===== src/rtl/alu_reservation_station_pkg.sv =====
// Shared types for the ALU reservation station: entry layout, issued-uop bundle,
// and ROB-relative age helpers used by both the station and its age picker.
package alu_reservation_station_pkg;

  localparam int PREG_W    = 7;
  localparam int TAG_W     = 4;
  localparam int PAYLOAD_W = 48;
  localparam int RS_DEPTH  = 8;
  localparam int NUM_WB    = 3;

  typedef struct packed {
    logic                 valid;
    logic [PREG_W-1:0]    pr1;
    logic                 rdy1;
    logic [PREG_W-1:0]    pr2;
    logic                 rdy2;
    logic [PREG_W-1:0]    prd;
    logic [TAG_W-1:0]     tag;
    logic [PAYLOAD_W-1:0] payload;
  } rs_entry_t;

  typedef struct packed {
    logic [PREG_W-1:0]    pr1;
    logic [PREG_W-1:0]    pr2;
    logic [PREG_W-1:0]    prd;
    logic [TAG_W-1:0]     tag;
    logic [PAYLOAD_W-1:0] payload;
  } issue_uop_t;

  // Distance from the ROB head; smaller is older. Wraps mod 2^TAG_W.
  function automatic logic [TAG_W-1:0] rob_age(input logic [TAG_W-1:0] tag,
                                              input logic [TAG_W-1:0] head);
    return tag - head;
  endfunction

  // PR 0 is hardwired ready, so a broadcast of PR 0 never counts as a wakeup.
  function automatic logic wake_hit(input logic [PREG_W-1:0] pr,
                                    input logic [NUM_WB-1:0][PREG_W-1:0] wb_pr,
                                    input logic [NUM_WB-1:0] wb_vld);
    logic hit;
    hit = 1'b0;
    for (int k = 0; k < NUM_WB; k++)
      if (wb_vld[k] && (wb_pr[k] == pr) && (pr != '0)) hit = 1'b1;
    return hit;
  endfunction

endpackage


===== src/rtl/alu_reservation_station_rs_age_select.sv =====
// Oldest-ready picker: one-hot grant of the ready entry with the smallest
// ROB-relative age. Tags of live entries are distinct, so there are no ties.
module rs_age_select
  import alu_reservation_station_pkg::*;
#(
  parameter int DEPTH = RS_DEPTH
) (
  input  logic [DEPTH-1:0]            ready,
  input  logic [DEPTH-1:0][TAG_W-1:0] tags,
  input  logic [TAG_W-1:0]            rob_head,
  output logic [DEPTH-1:0]            grant,
  output logic                        any
);

  localparam int IDX_W = $clog2(DEPTH);

  logic [IDX_W-1:0] best_idx;
  logic [TAG_W-1:0] best_age;
  logic             found;

  always_comb begin
    found    = 1'b0;
    best_idx = '0;
    best_age = '0;
    for (int i = 0; i < DEPTH; i++) begin
      if (ready[i] && (!found || (rob_age(tags[i], rob_head) < best_age))) begin
        found    = 1'b1;
        best_idx = IDX_W'(i);
        best_age = rob_age(tags[i], rob_head);
      end
    end
  end

  always_comb begin
    grant = '0;
    if (found) grant[best_idx] = 1'b1;
  end

  assign any = found;

endmodule


===== src/rtl/alu_reservation_station.sv =====
// ALU reservation station: holds dispatched uops until both sources are ready,
// issues the oldest ready one through a 1-deep issue register, flushes on mispredict.
module alu_reservation_station
  import alu_reservation_station_pkg::*;
#(
  parameter int DEPTH = RS_DEPTH
) (
  input  logic                  clk,
  input  logic                  reset,
  input  logic                  disp_valid,
  output logic                  disp_ready,
  input  logic [PREG_W-1:0]     disp_pr1,
  input  logic [PREG_W-1:0]     disp_pr2,
  input  logic [PREG_W-1:0]     disp_prd,
  input  logic [TAG_W-1:0]      disp_tag,
  input  logic [PAYLOAD_W-1:0]  disp_payload,
  output logic                  alu_rs_check_rdy1,
  output logic                  alu_rs_check_rdy2,
  output logic [PREG_W-1:0]     alu_pr1,
  output logic [PREG_W-1:0]     alu_pr2,
  input  logic                  alu_rs_rdy1,
  input  logic                  alu_rs_rdy2,
  output logic                  alu_set_not_rdy,
  output logic [PREG_W-1:0]     alu_rd,
  input  logic [PREG_W-1:0]     rdy_reg1,
  input  logic [PREG_W-1:0]     rdy_reg2,
  input  logic [PREG_W-1:0]     rdy_reg3,
  input  logic                  reg1_rdy_valid,
  input  logic                  reg2_rdy_valid,
  input  logic                  reg3_rdy_valid,
  input  logic [TAG_W-1:0]      rob_head,
  input  logic                  mispredict,
  input  logic [TAG_W-1:0]      mispredict_tag,
  output logic                  issue_valid,
  input  logic                  issue_ready,
  output logic [PREG_W-1:0]     issue_pr1,
  output logic [PREG_W-1:0]     issue_pr2,
  output logic [PREG_W-1:0]     issue_prd,
  output logic [TAG_W-1:0]      issue_tag,
  output logic [PAYLOAD_W-1:0]  issue_payload,
  output logic [$clog2(DEPTH):0] occupancy
);

  localparam int IDX_W = $clog2(DEPTH);
  localparam int CNT_W = IDX_W + 1;

  rs_entry_t [DEPTH-1:0]            ent;
  logic [NUM_WB-1:0][PREG_W-1:0]    wb_pr;
  logic [NUM_WB-1:0]                wb_vld;
  logic [DEPTH-1:0]                 rdy_vec;
  logic [DEPTH-1:0][TAG_W-1:0]      tag_vec;
  logic [DEPTH-1:0]                 grant;
  logic                             sel_any;
  issue_uop_t                       sel_uop;
  rs_entry_t                        new_ent;
  logic [IDX_W-1:0]                 free_idx;
  logic [CNT_W-1:0]                 cnt;
  logic [TAG_W-1:0]                 mis_age;
  logic                             disp_fire;
  logic                             load_en;
  logic                             take;

  assign wb_pr  = {rdy_reg3, rdy_reg2, rdy_reg1};
  assign wb_vld = {reg3_rdy_valid, reg2_rdy_valid, reg1_rdy_valid};

  always_comb begin
    cnt = '0;
    for (int i = 0; i < DEPTH; i++) cnt = cnt + CNT_W'(ent[i].valid);
  end

  assign occupancy  = cnt;
  assign disp_ready = (cnt != CNT_W'(DEPTH));
  assign disp_fire  = disp_valid && disp_ready && !mispredict;

  assign alu_rs_check_rdy1 = disp_valid && disp_ready;
  assign alu_rs_check_rdy2 = disp_valid && disp_ready;
  assign alu_pr1           = disp_pr1;
  assign alu_pr2           = disp_pr2;
  assign alu_set_not_rdy   = disp_fire;
  assign alu_rd            = disp_prd;

  always_comb begin
    free_idx = '0;
    for (int i = DEPTH - 1; i >= 0; i--)
      if (!ent[i].valid) free_idx = IDX_W'(i);
  end

  // Same-cycle broadcasts bypass into the new entry so a wakeup is never lost.
  always_comb begin
    new_ent         = '0;
    new_ent.valid   = 1'b1;
    new_ent.pr1     = disp_pr1;
    new_ent.pr2     = disp_pr2;
    new_ent.rdy1    = alu_rs_rdy1 || (disp_pr1 == '0) || wake_hit(disp_pr1, wb_pr, wb_vld);
    new_ent.rdy2    = alu_rs_rdy2 || (disp_pr2 == '0) || wake_hit(disp_pr2, wb_pr, wb_vld);
    new_ent.prd     = disp_prd;
    new_ent.tag     = disp_tag;
    new_ent.payload = disp_payload;
  end

  always_comb begin
    for (int i = 0; i < DEPTH; i++) begin
      rdy_vec[i] = ent[i].valid && ent[i].rdy1 && ent[i].rdy2;
      tag_vec[i] = ent[i].tag;
    end
  end

  rs_age_select #(.DEPTH(DEPTH)) u_sel (
    .ready    (rdy_vec),
    .tags     (tag_vec),
    .rob_head (rob_head),
    .grant    (grant),
    .any      (sel_any)
  );

  always_comb begin
    sel_uop = '0;
    for (int i = 0; i < DEPTH; i++) begin
      if (grant[i]) begin
        sel_uop.pr1     = ent[i].pr1;
        sel_uop.pr2     = ent[i].pr2;
        sel_uop.prd     = ent[i].prd;
        sel_uop.tag     = ent[i].tag;
        sel_uop.payload = ent[i].payload;
      end
    end
  end

  assign mis_age = rob_age(mispredict_tag, rob_head);
  assign load_en = !issue_valid || issue_ready;
  assign take    = load_en && sel_any && !mispredict;

  // Wakeup applies first; flush, issue-free or dispatch-write override it.
  always_ff @(posedge clk) begin
    if (reset) begin
      ent <= '0;
    end else begin
      for (int i = 0; i < DEPTH; i++) begin
        if (ent[i].valid && wake_hit(ent[i].pr1, wb_pr, wb_vld)) ent[i].rdy1 <= 1'b1;
        if (ent[i].valid && wake_hit(ent[i].pr2, wb_pr, wb_vld)) ent[i].rdy2 <= 1'b1;
        if (mispredict) begin
          if (ent[i].valid && (rob_age(ent[i].tag, rob_head) > mis_age)) ent[i].valid <= 1'b0;
        end else if (take && grant[i]) begin
          ent[i].valid <= 1'b0;
        end else if (disp_fire && (free_idx == IDX_W'(i))) begin
          ent[i] <= new_ent;
        end
      end
    end
  end

  // A held uop the ALU accepts during a mispredict cycle still leaves; nothing new loads.
  always_ff @(posedge clk) begin
    if (reset) begin
      issue_valid   <= 1'b0;
      issue_pr1     <= '0;
      issue_pr2     <= '0;
      issue_prd     <= '0;
      issue_tag     <= '0;
      issue_payload <= '0;
    end else if (mispredict) begin
      if (issue_valid && (issue_ready || (rob_age(issue_tag, rob_head) > mis_age)))
        issue_valid <= 1'b0;
    end else if (load_en) begin
      issue_valid <= sel_any;
      if (sel_any) begin
        issue_pr1     <= sel_uop.pr1;
        issue_pr2     <= sel_uop.pr2;
        issue_prd     <= sel_uop.prd;
        issue_tag     <= sel_uop.tag;
        issue_payload <= sel_uop.payload;
      end
    end
  end

endmodule


===== config.mk =====
export PLATFORM = sky130hd
export DESIGN_NAME = alu_reservation_station
export DESIGN_NICKNAME = d
export VERILOG_FILES = /design/src/rtl/alu_reservation_station_pkg.sv /design/src/rtl/alu_reservation_station_rs_age_select.sv /design/src/rtl/alu_reservation_station.sv
export SDC_FILE = /design/constraint.sdc
export NUM_CORES = 2
export LEC_CHECK = 0
export CORE_MARGIN = 1.5
export CORE_UTILIZATION = 55
export DETAILED_ROUTE_END_ITERATION = 6
export PLACE_DENSITY = 0.83
export SETUP_SLACK_MARGIN = 0.3
export SLEW_MARGIN = 25
export SYNTH_ARGS = -nofsm -noshare
export SYNTH_HDL_FRONTEND = slang
export SYNTH_SLANG_ARGS = --single-unit

===== constraint.sdc =====
create_clock -name clk -period 37.5 [get_ports clk]
set_clock_uncertainty 0.15 [all_clocks]
set_input_delay 7.5 -clock clk [delete_from_list [all_inputs] [get_ports clk]]
set_output_delay 7.5 -clock clk [all_outputs]
set_load 0.005 [all_outputs]

==> qor.csv <==
metric;value;unit
Pwr Density;39.5;nW/um^2
Crit Reg-Reg Startpoint;ent[75];
Reg2Reg Setup Slack;20770;ps
asr flop ratio synth;0;%
maxcap violations;0;
Synth Instances;4730;
Max transition margin;20.1;%
Core Area;67000;sq um
Total Power;1.62;mW
die area;69200;sq um
clock sinks;682;
Clock transition at path regs;60;ps
WHS;304;ps
Die Ht;263;um
initial core utilization;55.4;%
1st-iter DRT viols;4732;
Yosys warning count;0;
critical path class;in2reg;
status;finished clean;
setup_tns;0;ps
maximum vdd drop;27.7;uV
Clk pwr share;45.0;%
routed vias;35091;
row cnt;95;
placer congestion estimate;0.959;
fraction of layout cells with a size suffix above 1;6.95;%
CP Capture Type;register;
final net count;4712;
CTS tree;done;
Leakage;14.1;nW
Worst Hold Path EP;ent[197];
Worst path max stage delay;940;ps
Hold-fix buffers, CTS;0;
CTS buffer count;71;
RSZ-0062 raised after global routing;false;
Boundary Pins;215;
DRT Pass-1 Iters;6;
GRT Overall Usage;35.2;%
Worst setup SP type;primary input;
Max Root-Sink Buffers;3;
die span in x;263;um
largest net degree at the start of global routing;185;
post-route ant nets;0;
vias per cell;6.45;
#FFs+latches synth;682;
# Post-CTS Setup Buffers;0;
Seq pwr share;45.5;%
Top FF cell, synth;dfxtp_1;
Hold Path Depth;2;
most common cell in the netlist;nand2_1;
Worst R2R Path Depth;49;
EDFF count, synth;0;
PortBufs;214;
Worst Path Arrival;24140;ps
Cell Int Power;1.21;mW
drt drc;0;
slowest CP cell;o311a_4;
combinational fraction of design power;9.5;%
min cycle time layout;23840;ps
Overflow after GRT;0;
routed len/inst;23.2;um
root buffer cell;clkbuf_16;
post-CTS sizing;0;
Slew @ Worst Pin;1200;ps
syn_nets;4937;
largest cells by area after synthesis;dfxtp_1 (37%), nand2_1 (11%), a21oi_1 (8.3%);
Fin. Hold Viols;0;
Worst Path Required;37800;ps
clk_lat worst skew;620;ps
dpl cells;5304;
Yosys cell types;71;
fmax;0.0419;GHz
Reg-to-Reg End;issue_payload[40];
hold path start;ent[197];
Mapped Area;37200;sq um
Pins Over Slew Limit;0;
# H-tree levels;3;
first-pass GRT wire length;193000;um
Switching Share;25.1;%
crit-path max FO;67;
Synth top area share;36.7;%
area delta synth->final;10.4;%
total wire length;126000;um
syn_area_per_cell;7.86;sq um
sequential share of the synthesized area;36.7;%
initial antenna violation count;8;
worst hold path class;reg2reg;
Psw;407;uW
CP dominant cell by count;ha_1;
post-DP HPWL;71200;um
# setup viols final;0;
Tcrit/Tclk final;63.6;%
Post-Layout Cell Count;5437;
Commonest cells post-synth;nand2_1 (1070), dfxtp_1 (682), a21oi_1 (617);
Synth area leader;dfxtp_1;
vias in the first global route;33444;
-- layer usage --
layer,GRT usage [%],routed length [um],up-vias
met5,0,68,-
met4,19.7,6800,10
met3,7.12,15400,536
met2,55.6,56600,2378
met1,44.8,47100,16435
li1,-,-,15732
-- sequential cells by signal, summed over array words and instances, names as in the netlist --
name	count
issue_prd	7
issue_pr1	7
ent	608
issue_payload	48
issue_pr2	7
issue_tag	4
issue_valid	1
-- cells in the final DEF, fill, tap and decap left out, types with 13 or more instances in the layout --
master,count
a21o_1,33
a21oi_1,616
a221oi_1,13
a222oi_1,64
a22o_1,65
a311oi_1,15
a311oi_2,62
buf_4,51
clkbuf_1,21
clkbuf_16,72
clkdlybuf4s50_1,210
dfxtp_1,682
fa_1,14
ha_1,81
inv_1,52
mux2i_1,74
nand2_1,1064
nand2b_1,18
nand3_1,28
nand4_1,67
nor2_1,297
nor2b_1,13
nor3_1,109
nor4_1,51
o211ai_1,40
o211ai_2,40
o21ai_0,23
o22a_1,73
xnor2_1,161
xor2_1,256
-- metrics by stage --
stage | cell area (sq um) | util, % | setup slack (ps)
2_1_floorplan | 37200 | - | 17370
3_3_place_gp | 38600 | 57.6 | 13740
3_5_place_dp | 38600 | 57.6 | 13400
4_1_cts | 41000 | 61.1 | 13960
5_1_grt | 41000 | 61.2 | 12580
6_report | 41000 | 61.2 | 13660
-- how the worst max path moves through the flow --
stage                start           endpoint  slack [ps]  depth (start not counted)
2_1_floorplan  rob_head[1]       issue_pr1[0]       17370                         58
3_3_place_gp   rob_head[1]  issue_payload[43]       13740                         59
3_5_place_dp   rob_head[1]  issue_payload[44]       13400                         55
4_1_cts        rob_head[1]  issue_payload[40]       13960                         55
5_1_grt        rob_head[1]  issue_payload[39]       12580                         59
6_report       rob_head[1]  issue_payload[40]       13660                         55
-- critical path, delay by kind of cell --
kind / cells / cell delay, ps
AOI/OAI and AO/OA: 30 / 8900
xor gates and xnor gates: 1 / 220
adders and majority gates: 8 / 2470
buffers and inverters: 6 / 2460
muxes: 3 / 1090
and+or+nand+nor: 7 / 1360
-- power by group through the flow --
stage	Combinational, mW	Clock (mW)	Sequential (mW)
6_report	0.154	0.729	0.737
4_1_cts	0.150	0.731	0.737
5_1_grt	0.164	0.759	0.737
2_1_floorplan	0.107	0	0.749
3_5_place_dp	0.149	0	0.753
3_3_place_gp	0.146	0	0.753
-- cell type report --
class | count | area (sq um)
clock inverters | 27 | 345
well taps | 873 | 1090
inverters | 52 | 195
diodes | 3 | 7.51
repair buffers | 272 | 2620
clock buffers | 102 | 2000
flip-flops and latches | 682 | 13700
fillers | 5682 | 26000
multi-input cells | 3426 | 21100
-- cells by family after synthesis --
kind of cell	after synthesis	synth area share [%]
flops	682	36.7
simple gates	1695	19.0
buf+inv	622	7.09
fa+ha+maj	95	3.48
compound gates	1141	21.8
xor+xnor	418	9.85
mux	77	2.08
No activity file was read; power rests on OpenSTA's default activity.
